`src/rtl/xswitch_pkg.sv`:
```
// Shared types and helpers for the crossbar connection scheduler.
// Holds the per-target FSM encoding, default sizes and the rotate-priority pick.
package xswitch_pkg;

  typedef enum logic [0:0] {
    IDLE = 1'b0,
    BUSY = 1'b1
  } conn_state_e;

  localparam int DEF_NUM_I = 3;
  localparam int DEF_NUM_T = 5;

  // Onehot of the first set bit of req at or after ptr, wrapping modulo n (n <= 32).
  function automatic logic [31:0] rr_pick(input logic [31:0] req,
                                          input int unsigned ptr,
                                          input int unsigned n);
    logic [31:0] pick;
    int unsigned idx;
    pick = '0;
    for (int unsigned k = 0; k < 32; k++) begin
      if (k < n) begin
        idx = ptr + k;
        if (idx >= n) idx = idx - n;
        if (pick == '0 && req[idx[4:0]]) pick[idx[4:0]] = 1'b1;
      end
    end
    return pick;
  endfunction

endpackage

```
`src/rtl/xswitch_conn_slot.sv`:
```
// One target's connection lock: round-robin arbitration in IDLE, packet-level
// ownership in BUSY, released on last beat, request withdrawal or stall timeout.
module xswitch_conn_slot
  import xswitch_pkg::*;
#(
  parameter int NUM_I    = DEF_NUM_I,
  parameter int MAX_HOLD = 16,
  localparam int IW      = $clog2(NUM_I)
) (
  input  logic             clk,
  input  logic             rst,
  input  logic [NUM_I-1:0] req,
  input  logic [NUM_I-1:0] valid,
  input  logic [NUM_I-1:0] last,
  input  logic             rdy,
  output logic [NUM_I-1:0] gnt,
  output logic [IW-1:0]    sel,
  output logic             busy,
  output logic             timeout
);

  localparam int CW = $clog2(MAX_HOLD + 1);

  conn_state_e     state_reg;
  logic [IW-1:0]   owner_reg;
  logic [IW-1:0]   ptr_reg;
  logic [CW-1:0]   hold_reg;
  logic            timeout_reg;

  logic [NUM_I-1:0] pick;
  logic [IW-1:0]    win_idx;
  logic             any_req;
  logic             accept;
  logic             last_acc;
  logic             withdraw;
  logic             stall_out;
  logic [IW-1:0]    ptr_next;

  always_comb begin
    pick    = NUM_I'(rr_pick(32'(req), 32'(ptr_reg), 32'(NUM_I)));
    any_req = |req;
    win_idx = '0;
    for (int i = 0; i < NUM_I; i++) begin
      if (pick[i]) win_idx = IW'(i);
    end
  end

  assign accept    = valid[owner_reg] & rdy;
  assign last_acc  = accept & last[owner_reg];
  assign withdraw  = ~req[owner_reg];
  assign stall_out = ~accept && (hold_reg == CW'(MAX_HOLD - 1));
  assign ptr_next  = (owner_reg == IW'(NUM_I - 1)) ? '0 : owner_reg + 1'b1;

  always_ff @(posedge clk) begin
    if (rst) begin
      state_reg   <= IDLE;
      owner_reg   <= '0;
      ptr_reg     <= '0;
      hold_reg    <= '0;
      timeout_reg <= 1'b0;
    end else begin
      timeout_reg <= 1'b0;
      case (state_reg)
        IDLE: begin
          if (any_req) begin
            state_reg <= BUSY;
            owner_reg <= win_idx;
            hold_reg  <= '0;
          end
        end
        BUSY: begin
          // Release priority: accepted last, then withdrawal, then stall timeout.
          if (last_acc || withdraw) begin
            state_reg <= IDLE;
            ptr_reg   <= ptr_next;
            hold_reg  <= '0;
          end else if (stall_out) begin
            state_reg   <= IDLE;
            ptr_reg     <= ptr_next;
            hold_reg    <= '0;
            timeout_reg <= 1'b1;
          end else if (accept) begin
            hold_reg <= '0;
          end else if (hold_reg != CW'(MAX_HOLD)) begin
            hold_reg <= hold_reg + 1'b1;
          end
        end
        default: state_reg <= IDLE;
      endcase
    end
  end

  assign busy    = (state_reg == BUSY);
  assign sel     = busy ? owner_reg : '0;
  assign timeout = timeout_reg;

  for (genvar gi = 0; gi < NUM_I; gi++) begin : g_gnt
    assign gnt[gi] = busy && (owner_reg == IW'(gi));
  end

endmodule

```
`src/rtl/xswitch_conn_ctrl.sv`:
```
// Per-target connection scheduler: one lock slot per target column of i_req,
// grants gathered back into per-initiator rows for the crossbar.
module xswitch_conn_ctrl
  import xswitch_pkg::*;
#(
  parameter int NUM_I    = DEF_NUM_I,
  parameter int NUM_T    = DEF_NUM_T,
  parameter int MAX_HOLD = 16,
  localparam int IW      = $clog2(NUM_I)
) (
  input  logic                        clk,
  input  logic                        rst,
  input  logic [NUM_I-1:0][NUM_T-1:0] i_req,
  input  logic [NUM_I-1:0]            i_valid,
  input  logic [NUM_I-1:0]            i_last,
  input  logic [NUM_T-1:0]            t_rdy,
  output logic [NUM_I-1:0][NUM_T-1:0] i_gnt,
  output logic [NUM_T-1:0][IW-1:0]    t_sel,
  output logic [NUM_T-1:0]            t_busy,
  output logic [NUM_T-1:0]            t_timeout
);

  logic [NUM_T-1:0][NUM_I-1:0] req_cols;
  logic [NUM_T-1:0][NUM_I-1:0] gnt_cols;

  for (genvar gi = 0; gi < NUM_T; gi++) begin : g_tgt
    for (genvar gj = 0; gj < NUM_I; gj++) begin : g_xpose
      assign req_cols[gi][gj] = i_req[gj][gi];
      assign i_gnt[gj][gi]    = gnt_cols[gi][gj];
    end

    xswitch_conn_slot #(
      .NUM_I    (NUM_I),
      .MAX_HOLD (MAX_HOLD)
    ) u_slot (
      .clk     (clk),
      .rst     (rst),
      .req     (req_cols[gi]),
      .valid   (i_valid),
      .last    (i_last),
      .rdy     (t_rdy[gi]),
      .gnt     (gnt_cols[gi]),
      .sel     (t_sel[gi]),
      .busy    (t_busy[gi]),
      .timeout (t_timeout[gi])
    );
  end

`ifndef SYNTHESIS
  always_ff @(posedge clk) begin
    if (!rst) begin
      for (int t = 0; t < NUM_T; t++) begin
        assert ($onehot0(gnt_cols[t])) else $error("grant column %0d not onehot0", t);
      end
      for (int i = 0; i < NUM_I; i++) begin
        assert ($onehot0(i_gnt[i])) else $error("grant row %0d not onehot0", i);
        assert ($onehot0(i_req[i])) else $error("request row %0d not onehot0", i);
      end
    end
  end
`endif

endmodule

```
`config.mk`:
```
export PLATFORM = sky130hd
export DESIGN_NAME = xswitch_conn_ctrl
export DESIGN_NICKNAME = d
export VERILOG_FILES = /design/src/rtl/xswitch_pkg.sv /design/src/rtl/xswitch_conn_slot.sv /design/src/rtl/xswitch_conn_ctrl.sv
export SDC_FILE = /design/constraint.sdc
export NUM_CORES = 1
export LEC_CHECK = 0
export ABC_AREA = 1
export CAP_MARGIN = 15
export CORE_MARGIN = 3
export CORE_UTILIZATION = 57
export DETAILED_ROUTE_END_ITERATION = 16
export PLACE_DENSITY = 0.89
export SLEW_MARGIN = 20
export SYNTH_ARGS = -nofsm -noshare
export SYNTH_HDL_FRONTEND = slang
export SYNTH_SLANG_ARGS = --single-unit
```
`constraint.sdc`:
```
create_clock -name clk -period 2.4 [get_ports clk]
set_input_delay 0.24 -clock clk [delete_from_list [all_inputs] [get_ports clk]]
set_output_delay 0.24 -clock clk [all_outputs]
set_load 0.02 [all_outputs]
```
==> impl_results.rst <==
.. list-table::
   :header-rows: 1

   * - Metric
     - Value
   * - Prevailing post-synth register cell
     - sky130_fd_sc_hd__dfxtp_1
   * - Clock group share of total power
     - 16.7%
   * - Largest fanout on the critical path
     - 6
   * - CTS sink count
     - 55
   * - Most common library cell in the layout ignoring fill and taps
     - sky130_fd_sc_hd__nand2_1
   * - Clock period minus final worst setup slack
     - 2.140 ns
   * - Number of pins exceeding their max-slew limit in the final report
     - 0
   * - Fraction of synthesized cell area taken by the top area cell type
     - 22.85%
   * - Count of buffers from port buffering
     - 62
   * - Crit path DAT
     - 2.39 ns
   * - Aggregate routed wire length
     - 11630 microns
   * - Synthesis-stage register bit count
     - 55
   * - Xor and xnor fraction of the mapped netlist area
     - 0.7271%
   * - Number of nets in the finished design
     - 868
   * - Distinct cell type count after synthesis
     - 50
   * - Vias
     - 4912
   * - Max IR drop VDD
     - 0.0003931 V
   * - Share of synthesized cell area in full adder, half adder and majority cells
     - a little under an eighth
   * - Root buffer selected by CTS
     - sky130_fd_sc_hd__clkbuf_8
   * - Drc violations
     - 0
   * - Largest stage delay on the critical path
     - 0.43 ns
   * - DR vias/cell
     - 5.476
   * - Clock tree from TritonCTS
     - yes
   * - Io pins
     - 63
   * - Synthesis warning total
     - 0
   * - Number of rows in the core area
     - 32
   * - Starting Density
     - ~60%
   * - Synth Area in Simple Gates
     - 35.13%
   * - TNS Setup
     - 0 ns
   * - Full die area
     - about 9600 sq um
   * - Total standard cell area after synthesis
     - around 4800 sq um
   * - Multiplexer share of the synthesized area
     - 0%
   * - Standard cell with the maximum stage delay on the critical path
     - sky130_fd_sc_hd__dfxtp_1
   * - HPWL after DPL
     - 8926 microns
   * - Critical path data required time
     - ~2.7 ns
   * - Sw frac
     - 45.13%
   * - Detailed-routing iteration count for the pre-antenna-repair pass
     - 5
   * - Sequential Area
     - roughly 1100 sq um
   * - Cell types with the largest area share after synthesis
     - sky130_fd_sc_hd__dfxtp_1, sky130_fd_sc_hd__nand2_1, sky130_fd_sc_hd__ha_1
   * - Number of global-route vias before repair
     - 4512
   * - Die height
     - 97.94 microns
   * - Setup slack, reg-to-reg
     - 0.26 ns
   * - Worst setup EP type
     - register
   * - Remaining max-slew budget at the tightest pin
     - between 70% and 80%
   * - Routed length per instance
     - 12.96 microns
   * - Share of power burned in registers
     - 32.1%
   * - PnR Total Power
     - 3.691 mW
   * - CP Class
     - reg2reg
   * - Depth of the CTS H-tree
     - 2
   * - Final setup violating endpoints
     - 0
   * - Area overhead of the layout relative to synthesis
     - 14.78%
   * - Maximum number of pins on one net before global-route repair
     - 30
   * - Max FFs per register
     - 25
   * - CTS Buf Count
     - 5
   * - Layout fillers
     - approximately 640
   * - Number of buffers and inverters on the critical path
     - 2
   * - Family with the most delay on the worst path
     - compound AO/OA/AOI/OAI gates
   * - Fraction of the yosys area taken by sequential cells
     - 22.85%
   * - First-pass GRT wire length
     - between 15000 and 20000 microns
   * - Multi-input gate area in the final layout
     - 3084 sq um
   * - Power per Cell Area
     - 667.3 nW/um^2
   * - Number of antenna violations at the first check in global routing
     - 0
   * - Setup repair after global routing missed its margin
     - no
   * - Final global-route overflow total
     - 0
   * - Power Internal
     - 2.025 mW
   * - GR Util All Layers
     - 23.93%
   * - Leakage dissipation
     - about 2.4 nW
   * - Largest clock skew in the final design
     - 0.008938 ns
   * - Core area
     - 7968 sq um
   * - Max-Cap Viols
     - 0
   * - Highest-count cells in the layout ignoring fill and taps
     - sky130_fd_sc_hd__nand2_1, sky130_fd_sc_hd__inv_1, sky130_fd_sc_hd__nor2_1
   * - Number of cells produced by synthesis
     - between 700 and 800
   * - Buffer depth of the longest clock path
     - 2
   * - Sw power
     - 1.665 mW
   * - Fraction of final layout cells with drive strength greater than 1
     - 9.308%
   * - Largest family of logic cells by synthesized area
     - simple AND/OR/NAND/NOR gates
   * - Post-Syn Nets
     - 822
   * - Die Wd
     - 97.94 microns
   * - Maximum achievable frequency
     - roughly 0.47 GHz
   * - Antenna-violating nets left
     - 0
   * - Post-synthesis cell type with the largest combined area
     - sky130_fd_sc_hd__dfxtp_1
   * - Synthesized area divided by synthesized cell count
     - about 6.4 sq um
   * - Result of the run
     - completed
   * - Area of all placed cells without fillers
     - 5530 sq um
   * - Later-pin clock latency in the skew report
     - 0.31 ns
   * - Utilization of the core after routing
     - 69.41%
   * - Iteration-0 DRC Markers
     - 250
   * - DP Area
     - around 5400 sq um
   * - Proportion of register bits with asynchronous set or reset after synthesis
     - 0%
   * - Post-synthesis compound-gate area fraction
     - 16.41%
   * - Count of flip-flops with a built-in enable after synthesis
     - 0
   * - Final worst hold slack
     - a little under 0.5 ns
   * - Ratio of final minimum period to clock period
     - 89.17%
   * - Final GP Congestion
     - ~0.89
   * - Number of antenna diodes
     - 0
   * - Post-CTS clock slew at the launch and capture registers of the worst setup and hold paths
     - 0.10 ns
   * - Final count of hold timing violations
     - 0
   * - Startpoint kind of the worst setup timing path
     - register
   * - Combinational cell fraction of total power
     - 51.2%
   * - Hold Crit Class
     - reg2reg
   * - Critical-path cell list
     - inv_1 -> ha_1 -> inv_1 -> o211ai_1 -> and3_1 -> nand3_1 -> o21ai_0 -> nand3_1 -> a21oi_1
   * - Worst-margin pin slew
     - around 0.44 ns
-- final cells by class --
type / instances / share of cell area, %
Multi-Input combinational cell: 543 / 55.77
Clock inverter: 1 / 0.5430
Clock buffer: 6 / 1.312
Tap cell: 102 / 2.308
Sequential cell: 55 / 19.91
Inverter: 125 / 8.529
Timing Repair Buffer: 65 / 11.63
-- per-stage QoR --
| step | std cells | setup slack [ns] |
|---|---|---|
| 6_report | 897 | 0.2599 |
| 3_5_place_dp | 890 | 0.2798 |
| 2_1_floorplan | 749 | 0.5487 |
| 3_3_place_gp | 890 | 0.3774 |
| 5_1_grt | 897 | 0.03994 |
| 4_1_cts | 897 | 0.2488 |
-- worst paths after layout --
path                          startpoint                            to  cells past startpoint
min reg2reg  g_tgt[2].u_slot.hold_reg[4]   g_tgt[2].u_slot.hold_reg[4]                      2
min          g_tgt[2].u_slot.hold_reg[4]   g_tgt[2].u_slot.hold_reg[4]                      2
max           g_tgt[3].u_slot.ptr_reg[1]  g_tgt[3].u_slot.owner_reg[0]                      9
max reg2reg   g_tgt[3].u_slot.ptr_reg[1]  g_tgt[3].u_slot.owner_reg[0]                      9
-- kinds of logic after synthesis --
logic type	after synthesis
AO/OA/AOI/OAI	129
XOR/XNOR	4
adder cells (fa/ha/maj)	45
buffers and inverters	151
flip-flops	55
AND/OR/NAND/NOR	365
-- Yosys cell counts (4+ instances only) --
library cell               instances
sky130_fd_sc_hd__a21oi_1          53
sky130_fd_sc_hd__buf_2             4
sky130_fd_sc_hd__buf_4            12
sky130_fd_sc_hd__clkbuf_1          7
sky130_fd_sc_hd__dfxtp_1          55
sky130_fd_sc_hd__ha_1             45
sky130_fd_sc_hd__inv_1           106
sky130_fd_sc_hd__inv_2            18
sky130_fd_sc_hd__nand2_1         161
sky130_fd_sc_hd__nand2_2           6
sky130_fd_sc_hd__nand3_1          59
sky130_fd_sc_hd__nand3_2           6
sky130_fd_sc_hd__nand3b_1          5
sky130_fd_sc_hd__nand4_1          14
sky130_fd_sc_hd__nor2_1           76
sky130_fd_sc_hd__nor3_1           12
sky130_fd_sc_hd__o211ai_1          7
sky130_fd_sc_hd__o21ai_0          27
sky130_fd_sc_hd__o21ai_1          16
sky130_fd_sc_hd__o21ai_2           5
sky130_fd_sc_hd__or2_2             5
sky130_fd_sc_hd__xor2_1            4
-- power by group through the flow --
stage                     clock [mW]  sequential [mW]  combinational, mW
after floorplan                    0             1.11               1.50
after global placement             0             1.19               1.78
after detailed placement           0             1.20               1.85
after CTS                      0.623             1.18               1.87
after global routing           0.648             1.20               2.12
final                          0.616             1.18               1.89
-- timing repair --
action,in CTS,in global routing
setup buffers,0,0
gates resized for setup,0,1
setup endpoints to repair,0,1
endpoints found under the hold margin,0,0
hold buffers,0,0
-- worst register-to-register path, delay by kind of cell (launching register included) --
kind	cells	cell delay [ns]
AO/OA/AOI/OAI	3	0.63
adder cells (fa/ha/maj)	1	0.37
buffers and inverters	2	0.23
flip-flops	1	0.43
AND/OR/NAND/NOR	3	0.43
-- per-layer routing --
metal | vias to the layer above | routed length (microns) | GRT usage, %
li1 | 2484 | - | -
met1 | 2197 | 5001 | 30.56
met2 | 215 | 5650 | 41.88
met3 | 16 | 806 | 3.643
met4 | 0 | 167 | 6.496
met5 | - | 0 | 0
No activity file was read; power rests on OpenSTA's default activity.
